$ cat src/rtl/pe_weight_loader_if.sv
// ============================================================================
// pe_weight_loader_if : stream input, shared weight/bias bus and load status
// Revision 1.0 - initial release
// ============================================================================
`default_nettype none

interface pe_weight_loader_if #(
    parameter int WEIGHT_WIDTH = 16,
    parameter int BIAS_WIDTH   = 32,
    parameter int CORE_NUM     = 8
);
    logic                    load_start;
    logic [WEIGHT_WIDTH-1:0] s_data;
    logic                    s_valid;
    logic                    s_ready;
    logic [WEIGHT_WIDTH-1:0] weight;
    logic [CORE_NUM-1:0]     weight_valid;
    logic [BIAS_WIDTH-1:0]   bias;
    logic [CORE_NUM-1:0]     bias_valid;
    logic                    busy;
    logic                    load_done;

    modport master (
        output load_start, s_data, s_valid,
        input  s_ready, weight, weight_valid, bias, bias_valid, busy, load_done
    );

    modport slave (
        input  load_start, s_data, s_valid,
        output s_ready, weight, weight_valid, bias, bias_valid, busy, load_done
    );
endinterface

`default_nettype wire

$ cat src/rtl/pe_weight_loader.sv
// ============================================================================
// pe_weight_loader : distributes a serial weight/bias stream to CORE_NUM PE cores
// Revision 1.0 - initial release
// ============================================================================
`default_nettype none

module pe_weight_loader #(
    parameter int WEIGHT_WIDTH        = 16,
    parameter int BIAS_WIDTH          = 32,
    parameter int PE_ARRAY_TOTAL_SIZE = 9,
    parameter int CORE_NUM            = 8
) (
    input  wire logic         DSP_clk,
    input  wire logic         rst,
    pe_weight_loader_if.slave bus
);

    localparam int c_WCW = (PE_ARRAY_TOTAL_SIZE > 1) ? $clog2(PE_ARRAY_TOTAL_SIZE) : 1;
    localparam int c_CCW = (CORE_NUM > 1) ? $clog2(CORE_NUM) : 1;
    localparam logic [c_WCW-1:0]    c_W_LAST    = c_WCW'(PE_ARRAY_TOTAL_SIZE - 1);
    localparam logic [c_CCW-1:0]    c_CORE_LAST = c_CCW'(CORE_NUM - 1);
    localparam logic [CORE_NUM-1:0] c_ONE       = CORE_NUM'(1);

    typedef enum logic [2:0] {
        S_IDLE    = 3'd0,
        S_LOAD_W  = 3'd1,
        S_LOAD_BL = 3'd2,
        S_LOAD_BH = 3'd3,
        S_DONE    = 3'd4
    } state_t;

    state_t                  r_state;
    logic [c_WCW-1:0]        r_w_cnt;
    logic [c_CCW-1:0]        r_core_cnt;
    logic [WEIGHT_WIDTH-1:0] r_bias_lo;
    logic [WEIGHT_WIDTH-1:0] r_weight;
    logic [CORE_NUM-1:0]     r_weight_valid;
    logic [BIAS_WIDTH-1:0]   r_bias;
    logic [CORE_NUM-1:0]     r_bias_valid;
    logic                    r_busy;
    logic                    r_load_done;
    logic                    w_s_ready;
    logic                    w_accept;

    assign w_s_ready = (r_state == S_LOAD_W) || (r_state == S_LOAD_BL) || (r_state == S_LOAD_BH);
    assign w_accept  = w_s_ready && bus.s_valid;

    always_ff @(posedge DSP_clk) begin
        if (rst) begin
            r_state        <= S_IDLE;
            r_w_cnt        <= '0;
            r_core_cnt     <= '0;
            r_bias_lo      <= '0;
            r_weight       <= '0;
            r_weight_valid <= '0;
            r_bias         <= '0;
            r_bias_valid   <= '0;
            r_busy         <= 1'b0;
            r_load_done    <= 1'b0;
        end else begin
            // Strobes are single-cycle; only an accepting edge re-asserts them.
            r_weight_valid <= '0;
            r_bias_valid   <= '0;
            r_load_done    <= 1'b0;
            case (r_state)
                S_IDLE: begin
                    if (bus.load_start) begin
                        r_state    <= S_LOAD_W;
                        r_busy     <= 1'b1;
                        r_core_cnt <= '0;
                        r_w_cnt    <= '0;
                    end
                end
                S_LOAD_W: begin
                    if (w_accept) begin
                        r_weight       <= bus.s_data;
                        r_weight_valid <= c_ONE << r_core_cnt;
                        if (r_w_cnt == c_W_LAST) begin
                            r_w_cnt <= '0;
                            r_state <= S_LOAD_BL;
                        end else begin
                            r_w_cnt <= r_w_cnt + c_WCW'(1);
                        end
                    end
                end
                S_LOAD_BL: begin
                    if (w_accept) begin
                        r_bias_lo <= bus.s_data;
                        r_state   <= S_LOAD_BH;
                    end
                end
                S_LOAD_BH: begin
                    if (w_accept) begin
                        r_bias       <= {bus.s_data, r_bias_lo};
                        r_bias_valid <= c_ONE << r_core_cnt;
                        if (r_core_cnt == c_CORE_LAST) begin
                            r_state <= S_DONE;
                        end else begin
                            r_core_cnt <= r_core_cnt + c_CCW'(1);
                            r_state    <= S_LOAD_W;
                        end
                    end
                end
                S_DONE: begin
                    r_load_done <= 1'b1;
                    r_busy      <= 1'b0;
                    r_state     <= S_IDLE;
                end
                default: r_state <= S_IDLE;
            endcase
        end
    end

    assign bus.s_ready      = w_s_ready;
    assign bus.weight       = r_weight;
    assign bus.weight_valid = r_weight_valid;
    assign bus.bias         = r_bias;
    assign bus.bias_valid   = r_bias_valid;
    assign bus.busy         = r_busy;
    assign bus.load_done    = r_load_done;

endmodule

`default_nettype wire
$ cat src/flat_wrapper.sv
// flat-port wrapper written by rule: the top's interface ports become plain ports
module pe_weight_loader_flat 
#(
    parameter int WEIGHT_WIDTH        = 16,
    parameter int BIAS_WIDTH          = 32,
    parameter int PE_ARRAY_TOTAL_SIZE = 9,
    parameter int CORE_NUM            = 8
)
  (DSP_clk, rst, bus_load_start, bus_s_data, bus_s_valid, bus_s_ready, bus_weight, bus_weight_valid, bus_bias, bus_bias_valid, bus_busy, bus_load_done);
  pe_weight_loader_if #(.WEIGHT_WIDTH(WEIGHT_WIDTH), .BIAS_WIDTH(BIAS_WIDTH), .CORE_NUM(CORE_NUM)) bus_i ();
  input  wire logic DSP_clk;
  input  wire logic rst;
  input wire logic [$bits(bus_i.load_start)-1:0] bus_load_start;
  input wire logic [$bits(bus_i.s_data)-1:0] bus_s_data;
  input wire logic [$bits(bus_i.s_valid)-1:0] bus_s_valid;
  output wire logic [$bits(bus_i.s_ready)-1:0] bus_s_ready;
  output wire logic [$bits(bus_i.weight)-1:0] bus_weight;
  output wire logic [$bits(bus_i.weight_valid)-1:0] bus_weight_valid;
  output wire logic [$bits(bus_i.bias)-1:0] bus_bias;
  output wire logic [$bits(bus_i.bias_valid)-1:0] bus_bias_valid;
  output wire logic [$bits(bus_i.busy)-1:0] bus_busy;
  output wire logic [$bits(bus_i.load_done)-1:0] bus_load_done;
  assign bus_i.load_start = bus_load_start;
  assign bus_i.s_data = bus_s_data;
  assign bus_i.s_valid = bus_s_valid;
  assign bus_s_ready = bus_i.s_ready;
  assign bus_weight = bus_i.weight;
  assign bus_weight_valid = bus_i.weight_valid;
  assign bus_bias = bus_i.bias;
  assign bus_bias_valid = bus_i.bias_valid;
  assign bus_busy = bus_i.busy;
  assign bus_load_done = bus_i.load_done;
  pe_weight_loader #(.WEIGHT_WIDTH(WEIGHT_WIDTH), .BIAS_WIDTH(BIAS_WIDTH), .PE_ARRAY_TOTAL_SIZE(PE_ARRAY_TOTAL_SIZE), .CORE_NUM(CORE_NUM)) u_core (.DSP_clk(DSP_clk), .rst(rst), .bus(bus_i));
endmodule
$ cat config.mk
export PLATFORM = sky130hd
export DESIGN_NAME = pe_weight_loader_flat
export DESIGN_NICKNAME = d
export VERILOG_FILES = /design/src/rtl/pe_weight_loader_if.sv /design/src/rtl/pe_weight_loader.sv /design/src/flat_wrapper.sv
export SDC_FILE = /design/constraint.sdc
export NUM_CORES = 1
export LEC_CHECK = 0
export ABC_AREA = 1
export BUFFER_PORTS_ARGS = -buffer_cell sky130_fd_sc_hd__buf_4
export CAP_MARGIN = 20
export CORE_UTILIZATION = 52
export CTS_BUF_LIST = sky130_fd_sc_hd__clkbuf_16
export DETAILED_ROUTE_END_ITERATION = 8
export GPL_TIMING_DRIVEN = 0
export PLACE_DENSITY_LB_ADDON = 0.05
export SYNTH_ARGS = -nofsm -noshare
export SYNTH_HDL_FRONTEND = slang
export SYNTH_SLANG_ARGS = --single-unit
$ cat constraint.sdc
create_clock -name DSP_clk -period 1.95 [get_ports DSP_clk]
set_clock_uncertainty 0.2 [all_clocks]
set_input_delay 0.585 -clock DSP_clk [delete_from_list [all_inputs] [get_ports DSP_clk]]
set_output_delay 0.585 -clock DSP_clk [all_outputs]
set_load 0.01 [all_outputs]
==> key figures <==
Status
  – Status: complete, no violations

Synthesis
  – Top post-synthesis cells by area: dfxtp_1 (54%), nor2_1 (10%), nand3_1 (7.1%), nand2_1 (6.6%), a21oi_1 (5.5%)
  – Register area share after synthesis: between 50 and 60%
  – Synthesized netlist net count: 471
  – Yosys warning count: 0
  – Top-area cell type share of the netlist area: 53.6%
  – Syn Area/Cell: between 7 and 8 um^2
  – Post-synth cell types: 21
  – Number of instances in the synthesized netlist: 443
  – Area of the mapped netlist: 0.00344 mm^2
  – Most area-hungry cell type in the Yosys netlist: dfxtp_1
  – Flip-flop and latch count after synthesis: just over 90

Finish
  – Sequential standard cell area: between 0.0015 and 0.002 mm^2
  – Most common cell after layout, fill and taps aside: nor2_1
  – Area of all placed cells without fillers: 0.00453 mm^2
  – Layout cell share with drive strength beyond 1: between 20 and 25%
  – Non-filler instance count after layout: 620
  – Filler Cell Count: between 500 and 600
  – Final layout net count: 566
  – Number of inserted diodes: 0
  – Layout overhead on the synthesized area: 31.9%
  – Highest-count cells in the layout ignoring fill and taps: nor2_1 (95), dfxtp_1 (91), buf_4 (88), nand2_1 (60), nand3_1 (49)
  – Footprint of the multi-input gates: 0.00138 mm^2

Setup path
  – Capturing instance or port of the critical path: bus_s_ready
  – Count of buffering cells on the critical path with inverters included: 1
  – Reg-to-reg slack, setup: 0.17 ns
  – Cell family with the largest share of critical-path delay: flip-flops
  – Crit path kind: register to output pin
  – Launch point of the worst reg-to-reg path: u_core.r_state[2]
  – Worst setup SP type: register
  – Critical path data required time: 1.16 ns
  – Register-to-Register Path Depth: 7
  – Cell at the slowest stage of the critical path: dfxtp_2
  – End of the worst register-to-register path: u_core.r_bias_lo[11]
  – Largest fanout on the critical path: 6
  – Worst path arrival time: 1.10 ns
  – Logic depth of the worst setup path including buffers: 3
  – Biggest cell delay along the critical path: 0.35 ns
  – Crit path from: u_core.r_state[0]
  – Crit path cell chain: nor2_2 > nor2_1 > buf_4
  – Kind of end point of the critical path: output pin

Power and ir drop
  – Clock group share of total power: 41.2%
  – Switching power: 1370 uW
  – Internal: between 3000 and 4000 uW
  – Sequential group share of total power: roughly two fifths
  – Worst-case vdd ir drop: 0.000741 V
  – Power density of the placed cells: 1130 mW/mm^2
  – Leakage power: 0.00202 uW
  – Switching share of power: a little over a quarter
  – Comb power frac: between 10% and 20%

Routing
  – Detailed-route vias per instance: 5.17
  – Iter 0 DRT Violations: between 150 and 200
  – Highest routed layer: met4
  – DRC errors left: 0
  – Sum of met3 wire segment lengths after detailed routing: 392 um
  – Detail Route met2 WL: approximately 4.2 mm
  – Via count of the routed design: 3204
  – Total wire length: 8.34 mm
  – Post-DRT Antenna Nets: 0
  – Routed met1 length: approximately 3.6 mm
  – Drt pass-1 iters: 4
  – Average routed wire per standard cell: approximately 13 um

Floorplan
  – I/O Pins: 87
  – DIE HEIGHT: roughly 83 um
  – Chip Width: 83.3 um
  – Core Rows: 29
  – Initial core utilization: 54.1%
  – Standard cell core area: around 0.0063 mm^2
  – Total die area: approximately 0.0069 mm^2

Placed design
  – Instance area at placement: between 0.004 and 0.005 mm^2
  – Routability congestion estimate: 0.874
  – Worst slack at placement: -0.185 ns
  – Half-perimeter wire length after detailed placement: 5.86 mm
  – Port Buffer Count: 84
  – Number of placed cells counting well taps: roughly 600

Global route
  – GRT Total Usage: 24.7%
  – Number of global-route vias before repair: ~3000
  – Global-route wire length before repair: 13.7 mm
  – Number of antenna violations at the first check in global routing: 0
  – Pin count of the biggest net entering global routing: 16
  – GR Overflow Total: 0

Flow run
  – Max Cap Violations: 0

Timing
  – Hold Vio Cnt, Final: 0
  – Worst slew pin tran: 0.499 ns
  – Hold slack: 0.261 ns
  – Rel. slew slack: 66.7%
  – Post-route setup TNS: 0 ns
  – Period utilisation layout: 96.7%
  – Timing-limited maximum frequency: roughly 530 MHz
  – Fin worst setup slack: 0.0647 ns
  – Final worst path period need: 1.89 ns
  – Final-report max-slew violation count: 0
  – Final Setup Violations: 0
  – Setup repair after global routing missed its margin: no

Clock network
  – Number of post-CTS setup repair buffers: 0
  – Cell at the root of the clock tree: clkbuf_16
  – Post-CTS clock slew at the launch and capture registers of the worst setup and hold paths: 0.06 ns
  – Number of buffers created by CTS: 9
  – CTS H-Tree Depth: 3
  – Clock tree from TritonCTS: yes
  – Hold buffers post-CTS: 0
  – Clock insertion delay at the later pin of the skew report: between 0.3 and 0.4 ns
  – TritonCTS Sinks: 92
  – Clock tree buffer depth: 2

Worst hold path
  – Type of the tightest min-delay check: register to register
metal layers:
metal / vias to the layer above / GRT usage, %
met5: - / 0
met4: 0 / 11.6
met3: 14 / 4.27
met2: 82 / 42.0
met1: 1488 / 30.4
li1: 1620 / -
kinds of logic (layout without fill, tap and decap cells):
group | count (synthesis) | count (layout) | synth area share [%]
buf+inv | 52 | 152 | 6.33
compound gates | 76 | 76 | 11.1
simple gates | 215 | 215 | 26.1
flops | 92 | 92 | 53.6
fa+ha+maj | 8 | 8 | 2.91
timing repair:
item                       in CTS  in global routing
pin swaps                       0                  0
setup endpoints to repair       1                  1
gates resized for setup         1                  1
tightest hold or removal path, stage by stage (launching register included):
cell     delay [ns]
dfxtp_1        0.31
nand2_1        0.06
a21oi_1        0.05
Yosys cell counts:
library cell and number:
nor2_1 96, dfxtp_1 92, nand2_1 60, nand3_1 49, a21oi_1 38, o21ai_0 37, inv_1 26, clkbuf_1 12
ha_1 8, buf_2 5, nor3_1 5, buf_4 4, inv_2 3, buf_1 1, clkbuf_2 1, nand2_4 1
nand4_1 1, nand4_2 1, nor2_2 1, o21ai_1 1, or2_0 1
metrics by stage:
stage	power, uW	utilization [%]
global placement	3010	65.6
finish	5110	71.4
CTS	5120	71.4
global route	5340	71.4
detailed placement	3030	65.6
floorplan	2710	-
final cells by class:
type                    count  area share [%]
plain buffers              23            2.40
flip-flops and latches     92            40.6
clock inverters             7            3.09
multi-input cells         299            30.5
well taps                  77            2.12
inverters                  29            2.40
repair buffers             84            13.9
clock buffers               9            4.97
registers in the layout, summed over array words and instances, names as in the netlist, 3 cells and up:
register                 count
u_core.bus.bias             32
u_core.bus.weight           16
u_core.r_bias_lo            16
u_core.bus.bias_valid        8
u_core.bus.weight_valid      8
u_core.r_w_cnt               4
u_core.r_core_cnt            3
u_core.r_state               3
power by group through the flow:
stage / combinational, uW / clock [uW] / sequential [uW]
3_5_place_dp: 856 / 0 / 2180
6_report: 866 / 2100 / 2140
5_1_grt: 977 / 2200 / 2160
2_1_floorplan: 524 / 0 / 2190
3_3_place_gp: 832 / 0 / 2180
4_1_cts: 864 / 2110 / 2140
worst min path at each step:
stage	from	to	slack (ns)	depth (start not counted)
detailed placement	u_core.bus.bias[19]	u_core.bus.bias[19]	0.25	2
CTS	u_core.bus.bias[19]	u_core.bus.bias[19]	0.26	2
global route	u_core.bus.bias[19]	u_core.bus.bias[19]	0.28	2
global placement	u_core.bus.bias[12]	u_core.bus.bias[12]	0.25	2
finish	u_core.bus.bias[19]	u_core.bus.bias[19]	0.26	2
floorplan	u_core.r_w_cnt[2]	u_core.r_w_cnt[2]	0.26	2
(Power assumes the default switching activity.)
